`config.mk`:
```
export PLATFORM = sky130hd
export DESIGN_NAME = wb_tlul_host_bridge
export DESIGN_NICKNAME = d
export VERILOG_FILES = /design/src/rtl/azadi_wb_tlul_pkg.sv /design/src/rtl/wb_tlul_timeout_ctr.sv /design/src/rtl/wb_tlul_host_bridge.sv
export SDC_FILE = /design/constraint.sdc
export NUM_CORES = 1
export LEC_CHECK = 0
export ABC_AREA = 1
export CELL_PAD_IN_SITES_DETAIL_PLACEMENT = 1
export CELL_PAD_IN_SITES_GLOBAL_PLACEMENT = 2
export CORE_AREA = 2 2 147 149
export CTS_BUF_LIST = sky130_fd_sc_hd__clkbuf_16
export DETAILED_ROUTE_END_ITERATION = 16
export DIE_AREA = 0 0 149 151
export PLACE_DENSITY = 0.79
export SLEW_MARGIN = 30
export SYNTH_ARGS = -nofsm -noshare
export SYNTH_HDL_FRONTEND = slang
export SYNTH_HIERARCHICAL = 1
export SYNTH_SLANG_ARGS = --single-unit
```
`constraint.sdc`:
```
create_clock -name wb_clk_i -period 6.5 [get_ports wb_clk_i]
set_input_delay 1.625 -clock wb_clk_i [delete_from_list [all_inputs] [get_ports wb_clk_i]]
set_output_delay 1.625 -clock wb_clk_i [all_outputs]
set_load 0.01 [all_outputs]
```
`src/rtl/azadi_wb_tlul_pkg.sv`:
```
// azadi_wb_tlul_pkg: shared TL-UL opcodes, bridge FSM states and default error data
package azadi_wb_tlul_pkg;

    localparam logic [2:0] PUT_FULL    = 3'd0;
    localparam logic [2:0] PUT_PARTIAL = 3'd1;
    localparam logic [2:0] GET         = 3'd4;

    localparam logic [31:0] DEFAULT_ERR_DATA = 32'hDEAD_BEEF;

    // DRAIN is only reachable when the D-channel timeout is built in
    typedef enum logic [2:0] {
        IDLE,
        A_REQ,
        D_WAIT,
        ACK,
        DRAIN
    } bridge_state_e;

endpackage

```
`src/rtl/wb_tlul_timeout_ctr.sv`:
```
// wb_tlul_timeout_ctr: counts enabled cycles and flags the last one before the limit
module wb_tlul_timeout_ctr #(
    parameter int CYCLES = 1024
) (
    input  logic clk_i,
    input  logic rst_i,
    input  logic en_i,
    input  logic clr_i,
    output logic expired_o
);

    localparam int W = $clog2(CYCLES + 1);

    logic [W-1:0] cnt_q;

    // count cycles while enabled, restart from zero whenever cleared
    always_ff @(posedge clk_i or posedge rst_i) begin
        if (rst_i) cnt_q <= '0;
        else cnt_q <= clr_i ? '0 : en_i ? cnt_q + 1'b1 : cnt_q;
    end

    assign expired_o = en_i && (cnt_q == W'(CYCLES - 1));

endmodule

```
`src/rtl/wb_tlul_host_bridge.sv`:
```
// wb_tlul_host_bridge: Wishbone classic slave to TL-UL host, one transaction in flight.
// Define WB_TIMEOUT_EN to bound the D-channel wait and drain late responses.
module wb_tlul_host_bridge
    import azadi_wb_tlul_pkg::*;
#(
    parameter logic [31:0] BASE_ADDR      = 32'h3000_0000,
    parameter logic [31:0] ADDR_MASK      = 32'hFF00_0000,
    parameter logic [31:0] ERR_DATA       = DEFAULT_ERR_DATA,
    parameter int          TIMEOUT_CYCLES = 1024
) (
    input  logic        wb_clk_i,
    input  logic        wb_rst_i,
    input  logic        wbs_cyc_i,
    input  logic        wbs_stb_i,
    input  logic        wbs_we_i,
    input  logic [3:0]  wbs_sel_i,
    input  logic [31:0] wbs_adr_i,
    input  logic [31:0] wbs_dat_i,
    output logic        wbs_ack_o,
    output logic [31:0] wbs_dat_o,
    output logic        tl_a_valid_o,
    input  logic        tl_a_ready_i,
    output logic [2:0]  tl_a_opcode_o,
    output logic [31:0] tl_a_address_o,
    output logic [3:0]  tl_a_mask_o,
    output logic [31:0] tl_a_data_o,
    input  logic        tl_d_valid_i,
    output logic        tl_d_ready_o,
    input  logic [31:0] tl_d_data_i,
    input  logic        tl_d_error_i
);

    bridge_state_e state_q, state_d;
    logic [31:0]   adr_q, adr_d, dat_q, dat_d, rdata_q, rdata_d;
    logic [3:0]    sel_q, sel_d;
    logic          we_q, we_d, abort_q, abort_d, drain_q, drain_d;
    logic          timeout, in_win, unused_adr;

    assign in_win     = (wbs_adr_i & ADDR_MASK) == (BASE_ADDR & ADDR_MASK);
    assign unused_adr = ^adr_q[1:0];

`ifdef WB_TIMEOUT_EN
    wb_tlul_timeout_ctr #(.CYCLES(TIMEOUT_CYCLES)) u_timeout (
        .clk_i     (wb_clk_i),
        .rst_i     (wb_rst_i),
        .en_i      (state_q == D_WAIT),
        .clr_i     (state_q != D_WAIT),
        .expired_o (timeout)
    );
`else
    logic unused_timeout;
    assign timeout        = 1'b0;
    assign unused_timeout = ^TIMEOUT_CYCLES;
`endif

    // A-channel fields are driven only while the request is presented
    assign tl_a_valid_o   = state_q == A_REQ;
    assign tl_a_opcode_o  = !tl_a_valid_o ? 3'd0 : !we_q ? GET : (sel_q == 4'hF) ? PUT_FULL : PUT_PARTIAL;
    assign tl_a_address_o = tl_a_valid_o ? {adr_q[31:2], 2'b00} : '0;
    assign tl_a_mask_o    = !tl_a_valid_o ? 4'h0 : (!we_q && sel_q == 4'h0) ? 4'hF : sel_q;
    assign tl_a_data_o    = tl_a_valid_o ? dat_q : '0;
    assign tl_d_ready_o   = (state_q == D_WAIT) || (state_q == DRAIN);
    assign wbs_ack_o      = (state_q == ACK) && !abort_q;
    assign wbs_dat_o      = rdata_q;

    // transfer sequencing; a dropped cyc only suppresses the ack, TL still completes
    always_comb begin
        state_d = state_q;
        adr_d   = adr_q;
        dat_d   = dat_q;
        sel_d   = sel_q;
        we_d    = we_q;
        rdata_d = rdata_q;
        abort_d = abort_q;
        drain_d = drain_q;
        case (state_q)
            IDLE: if (wbs_cyc_i && wbs_stb_i) begin
                abort_d = 1'b0;
                if (in_win) begin
                    adr_d   = wbs_adr_i;
                    dat_d   = wbs_dat_i;
                    sel_d   = wbs_sel_i;
                    we_d    = wbs_we_i;
                    state_d = A_REQ;
                end else begin
                    rdata_d = wbs_we_i ? rdata_q : ERR_DATA;
                    state_d = ACK;
                end
            end
            A_REQ: begin
                abort_d = abort_q || !wbs_cyc_i;
                state_d = tl_a_ready_i ? D_WAIT : A_REQ;
            end
            D_WAIT: begin
                abort_d = abort_q || !wbs_cyc_i;
                if (tl_d_valid_i) begin
                    rdata_d = we_q ? rdata_q : tl_d_error_i ? ERR_DATA : tl_d_data_i;
                    state_d = ACK;
                end else if (timeout) begin
                    rdata_d = we_q ? rdata_q : ERR_DATA;
                    drain_d = 1'b1;
                    state_d = ACK;
                end
            end
            ACK: begin
                drain_d = 1'b0;
                state_d = drain_q ? DRAIN : IDLE;
            end
            DRAIN: state_d = tl_d_valid_i ? IDLE : DRAIN;
            default: state_d = IDLE;
        endcase
    end

    // state and transfer registers, cleared immediately by reset
    always_ff @(posedge wb_clk_i or posedge wb_rst_i) begin
        if (wb_rst_i) begin
            state_q <= IDLE;
            adr_q   <= '0;
            dat_q   <= '0;
            sel_q   <= '0;
            we_q    <= 1'b0;
            rdata_q <= '0;
            abort_q <= 1'b0;
            drain_q <= 1'b0;
        end else begin
            state_q <= state_d;
            adr_q   <= adr_d;
            dat_q   <= dat_d;
            sel_q   <= sel_d;
            we_q    <= we_d;
            rdata_q <= rdata_d;
            abort_q <= abort_d;
            drain_q <= drain_d;
        end
    end

endmodule

```
==> run metrics <==
status=finished clean; skew final=~0.010 ns; I/O pin total=214; DR WL/cell=roughly 14 um; crit path kind=register to output port; Synth Area in Simple Gates=28.14%; Post-DRT Antenna Nets=0; DRC errors left=0; CTS Buf Count=9; Vias/cell=roughly 4.1; R2R depth=9; Rel. slew slack=52.83%; Placed Area=0.007376 mm2; worst min path class=register to register; Worst-Margin Slew=approximately 0.7 ns; via count=4396; PortBufs=208; Design Area, Final=0.007697 mm2; Initial Utilization=24.86%; crit path capture type=output port; share of cells above drive strength 1=19.17%; Area contributors post-synth=dfrtp_1, o21ai_2, nand2_2; fin cells=between 1000 and 1500; Hold Path Depth=2; PnR worst setup slack=2.525 ns; # hold bufs at CTS=0; maximum clock rate=251.6 MHz; largest net degree at the start of global routing=68; setup violators final=0; setup TNS=0 ns; number of global-route vias before repair=4452; hold_ws=0.4521 ns; MaxCap Viol Count=0; Startpoint Class=register; library cells used by synthesis=29; FFs w/ async S/R, synth=100.0%; worst endpoint required time=4.88 ns; Cell Pwr Density=382.0 mW/mm2; clk buf depth=2; cell with the most instances after synthesis=dfrtp_1; worst-skew pair later-pin latency=0.35 ns; RSZ-0062 raised after global routing=no; die area=around 0.022 mm2; H-tree levels=3; WP data arrival=2.35 ns; first-pass GRT wire length=23.98 mm; largest family of logic cells by synthesized area=simple AND/OR/NAND/NOR gates; leakage power total=~3.6 nW; DRT Pass-1 Iters=4; Post-CTS Setup Repair Bufs=0; EDFF count, synth=0; Worst Path Max Fanout=44; Post-Syn Instances=around 600; largest area contributor in the netlist=dfrtp_1; root buffer cell=clkbuf_16; DP Cell Count=1052; DP Worst Slack=2.397 ns; multiplexer area fraction after synthesis=0%; DR iter-0 viols=between 100 and 150; XOR/XNOR Fraction of Synth Area=0%; Compound-Gate Fraction of Synth Area=10.39%; post-cts sizing count=0; CTS tree=yes; synthesized area per cell=8.685 um2; clk sink count=about 100; top-area cell type share of the netlist area=49.79%; total grt overflow=0; final hold violation count=0; synthesis-to-layout area growth=48.71%; crit path time final=3.975 ns; drt total wl=15.26 mm; sequential cell area fraction in the yosys report=49.79%; DP HPWL=10.76 mm; max-slew violations=0; Clock transition at path regs=0.07 ns; Yosys reg bits=103; final core occ=36.97%; Cell Area, Synth=0.005176 mm2; Worst VDD drop=0.1982 mV; core box area=0.02082 mm2; post-layout power=2.940 mW; commonest cells in the netlist=dfrtp_1, nand2_1, nor2_1; final RePlAce weighted congestion=between 0.7 and 0.8; Chip Height=about 150 um; antenna diode count=0; All-Layer GR Usage=roughly 14%; initial antenna violation count=0; dominant synthesized flop cell=dfrtp_1; die width=149 um; Site Rows=53; Synth Area in Adders=0%; Final Net Count=896; Period Utilization, post-route=61.15%; synth warn=6
layout by cell type, fill, tap and decap left out:
| master | Yosys | final |
|---|---|---|
| o21ai_1 | 2 | 2 |
| clkinvlp_4 | 0 | 2 |
| nor2_1 | 83 | 83 |
| inv_1 | 79 | 79 |
| inv_6 | 0 | 2 |
| clkinv_1 | 1 | 1 |
| o21a_1 | 1 | 1 |
| bufinv_16 | 0 | 2 |
| nor4_1 | 2 | 2 |
| clkdlybuf4s50_1 | 0 | 208 |
| nand3_1 | 38 | 38 |
| nor2_2 | 2 | 2 |
| or2_1 | 16 | 16 |
| nor2_4 | 2 | 2 |
| o21ai_0 | 1 | 1 |
| nor3_1 | 2 | 2 |
| nand2_1 | 95 | 94 |
| conb_1 | 1 | 3 |
| o21ai_2 | 56 | 56 |
| nand2_4 | 0 | 1 |
| nand3_2 | 2 | 2 |
| dfrtp_1 | 103 | 103 |
| clkbuf_16 | 0 | 9 |
| a21oi_1 | 5 | 5 |
| or2_2 | 6 | 6 |
| nand2_2 | 58 | 58 |
| buf_4 | 6 | 6 |
| clkinv_2 | 0 | 2 |
| nand3b_1 | 1 | 1 |
| inv_2 | 3 | 2 |
| or2_0 | 2 | 2 |
layer usage:
metal / GRT usage [%] / part of all wire, %
met3: 3.012 / 5.1
met5: 0 / 0
met1: 17.11 / 43
met2: 23.36 / 50
met4: 4.381 / 1.5
cells by family (layout without fill, tap and decap cells):
| kind of cell | Yosys count | count (layout) |
|---|---|---|
| AO/OA/AOI/OAI | 65 | 65 |
| AND/OR/NAND/NOR | 309 | 309 |
| other | 1 | 3 |
| buffers and inverters | 118 | 313 |
| flip-flops | 103 | 103 |
critical path: stages (launching register included):
cell and delay, ns:
dfrtp_1 0.44, nor2_4 0.18, nand2_4 0.30, buf_4 0.37, nor2_1 0.12, clkdlybuf4s50_1 0.57
report_power, final:
group          switching, mW  internal [mW]
Combinational          0.765          0.736
Sequential            0.0707          0.776
Clock                  0.257          0.336
state kept, by name (all words and copies together), names as in the netlist:
signal     flops
wbs_dat_o     32
abort_q        1
state_q        3
we_q           1
sel_q          4
adr_q         30
dat_q         32
area by class of cell:
cell class / instances / area [um2]
inverters: 83 / 321.6
clock inverters: 7 / 88.84
flip-flops and latches: 103 / 2577
fillers: 2462 / 13130
repair buffers: 214 / 2127
well taps: 275 / 344.1
clock buffers: 9 / 225.2
multi-input cells: 377 / 2013
path summary, 6_finish.rpt:
path                             from        endpoint  slack, ns
hold reg to reg             adr_q[29]       adr_q[29]       0.45
max in group asynchronous    wb_rst_i   wbs_dat_o[14]       3.79
setup / recovery           state_q[1]  tl_a_data_o[9]       2.53
hold / removal              adr_q[29]       adr_q[29]       0.45
setup reg to reg           state_q[0]    wbs_dat_o[1]       3.88
min in group asynchronous    wb_rst_i    wbs_dat_o[2]       1.70
No activity file was read; power rests on OpenSTA's default activity.
==> edit (same settings) <==
Take the reset off `adr_q`, `dat_q` and `rdata_q` and load them in a clocked block of their own.
--- a/src/rtl/wb_tlul_host_bridge.sv
+++ b/src/rtl/wb_tlul_host_bridge.sv
@@ -117,7 +117,4 @@
             state_q <= IDLE;
-            adr_q   <= '0;
-            dat_q   <= '0;
             sel_q   <= '0;
             we_q    <= 1'b0;
-            rdata_q <= '0;
             abort_q <= 1'b0;
@@ -126,7 +123,4 @@
             state_q <= state_d;
-            adr_q   <= adr_d;
-            dat_q   <= dat_d;
             sel_q   <= sel_d;
             we_q    <= we_d;
-            rdata_q <= rdata_d;
             abort_q <= abort_d;
@@ -136,2 +130,8 @@
 
+    always_ff @(posedge wb_clk_i) begin
+        adr_q   <= adr_d;
+        dat_q   <= dat_d;
+        rdata_q <= rdata_d;
+    end
+
 endmodule
Behaviour: not the same (Yosys sat finds a counterexample within 4 cycles, from zero or initial values and one cycle with wb_rst_i high).
==> edit against the unedited design <==
- area after synthesis fell by 19%
- sequential cell count did not move
- hold slack improved by 72 ps
- highest routed layer unchanged
- via count fell by 26%
- clock power fell by 15%
- design area fell by 11%
- total power fell by 26%
- largest cell class unchanged
- wire length fell by 20%
- critical path type unchanged
- worst setup slack got worse by 210 ps
- register-to-register slack improved by 500 ps
- die area did not move
==> edit: results (changes against the unedited design) <==
stage,metric,value,unit,change
logic_synthesis,synth_compound_area_frac,0.0149,,-0.0890
worst_setup_path,r2r_slack,4380,ps,+500 ps
power_and_ir_drop,cellLeakagePower,2.68,nW,-25%
min_path,worstHoldStart,abort_q,,
worst_setup_path,startpoint,state_q[2],,
detailed_routing,drt_iter0_drc,74,,-32%
sta,finalWorstSetupSlack,2320,ps,-207 ps
global_route,grt_first_pass_wirelength,18600,µm,-23%
power_and_ir_drop,ir_drop,133,µV,-33%
logic_synthesis,synth_ff_type,edfxtp_1,,
power_and_ir_drop,intPower,1.50,mW,-19%
min_path,hold_depth,2,,unchanged
detailed_routing,top_layer,met4,,
worst_setup_path,rr_worst_depth,4,,-5
worst_setup_path,worstPathArrival,2560,ps,+210 ps
clock_network,clockBufferDepth,2,,unchanged
worst_setup_path,crit_fanout,47,,+6.8%
place,place_hpwl,9600,µm,-11%
logic_synthesis,synthTopCellsByCount,"94 x edfxtp_1, 87 x inv_1, 81 x nor2_1",,
place,dp_slack,2640,ps,+240 ps
logic_synthesis,synth_cell_type_count,22,,-24%
detailed_routing,vias,3235,,-26%
global_route,grtUsageMet1,0.113,,-0.0580
global_route,grt_pass1_vias,3499,,-21%
detailed_routing,met3WireLength,1450,µm,+85%
logic_synthesis,syn_avg_cell_area,11.4,µm²,+31%
logic_synthesis,synth-seq-area-share,0.728,,+0.230
run_status,outcome,"finished, final reports clean",,
power_and_ir_drop,power.switching,0.681,mW,-38%
worst_setup_path,rr_endpoint,dat_q[20],,
logic_synthesis,synth_edf_count,94,,+94
detailed_routing,vias_per_cell,3.77,,-8.4%
worst_setup_path,crit_end,tl_a_address_o[23],,
detailed_routing,wl_met1,4690,µm,-29%
final_layout,fin_nets,686,,-23%
logic_synthesis,synthArstFlopShare,0.0874,,-0.913
global_route,use_met3,0.0545,,+0.0244
final_layout,fillerInstances,2333,,-5.2%
sta,hold_ws,525,ps,+72.4 ps
sta,fin_skew,4.65,ps,-5.52 ps
detailed_routing,dr_wl_met2,5810,µm,-24%
power_and_ir_drop,pwr.group.clock,0.505,mW,-15%
logic_synthesis,yosys-top-cells-area,"edfxtp_1 67%, inv_1 7.8%, nor2_1 7.3%",,
power_and_ir_drop,power_frac_comb,0.370,,-0.141
place,gp_congestion,0.777,,+6.2%
place,placed_cells,842,,-20%
global_route,grt_max_degree,48,,-29%
final_layout,drive_above_1_share,0.0497,,-0.142
global_route,track_usage,0.108,,-0.0280
global_route,grt.met2_usage,0.190,,-0.0438
sta,tightest_slew,528,ps,-180 ps
min_path,min_to,abort_q,,
worst_setup_path,path_class,reg -> out,,
[edit: cell types whose count changed in the layout (fill, tap and decap cells not counted), sizes merged]
cell      change
buf           -2
clkinv        -3
nand4         +1
nand3        -37
clkinvlp      +1
nor2          -3
dfrtp        -94
o21ai        -53
nand2       -123
bufinv        -2
edfxtp       +94
nand3b        -1
inv          +12
[edit: layout make-up]
| class | instances | area share |
|---|---|---|
| flip-flops and latches | 103 | 0.444 |
| clock buffers | 9 | 0.0328 |
| clock inverters | 7 | 0.00730 |
| well taps | 275 | 0.0502 |
| repair buffers | 212 | 0.311 |
| multi-input cells | 161 | 0.105 |
| inverters | 91 | 0.0498 |
[edit: per-stage QoR]
stage	util	instance area, µm²
after floorplan	-	4190
after detailed placement	0.316	6580
after global routing	0.329	6860
after global placement	0.315	6560
final	0.329	6860
after CTS	0.329	6860
[edit: critical path: stages (launching register included)]
cell and delay [ps]:
dfrtp_1 440, nor2_2 230, nand2_2 350, buf_4 410, nor2_1 180, clkdlybuf4s50_1 590
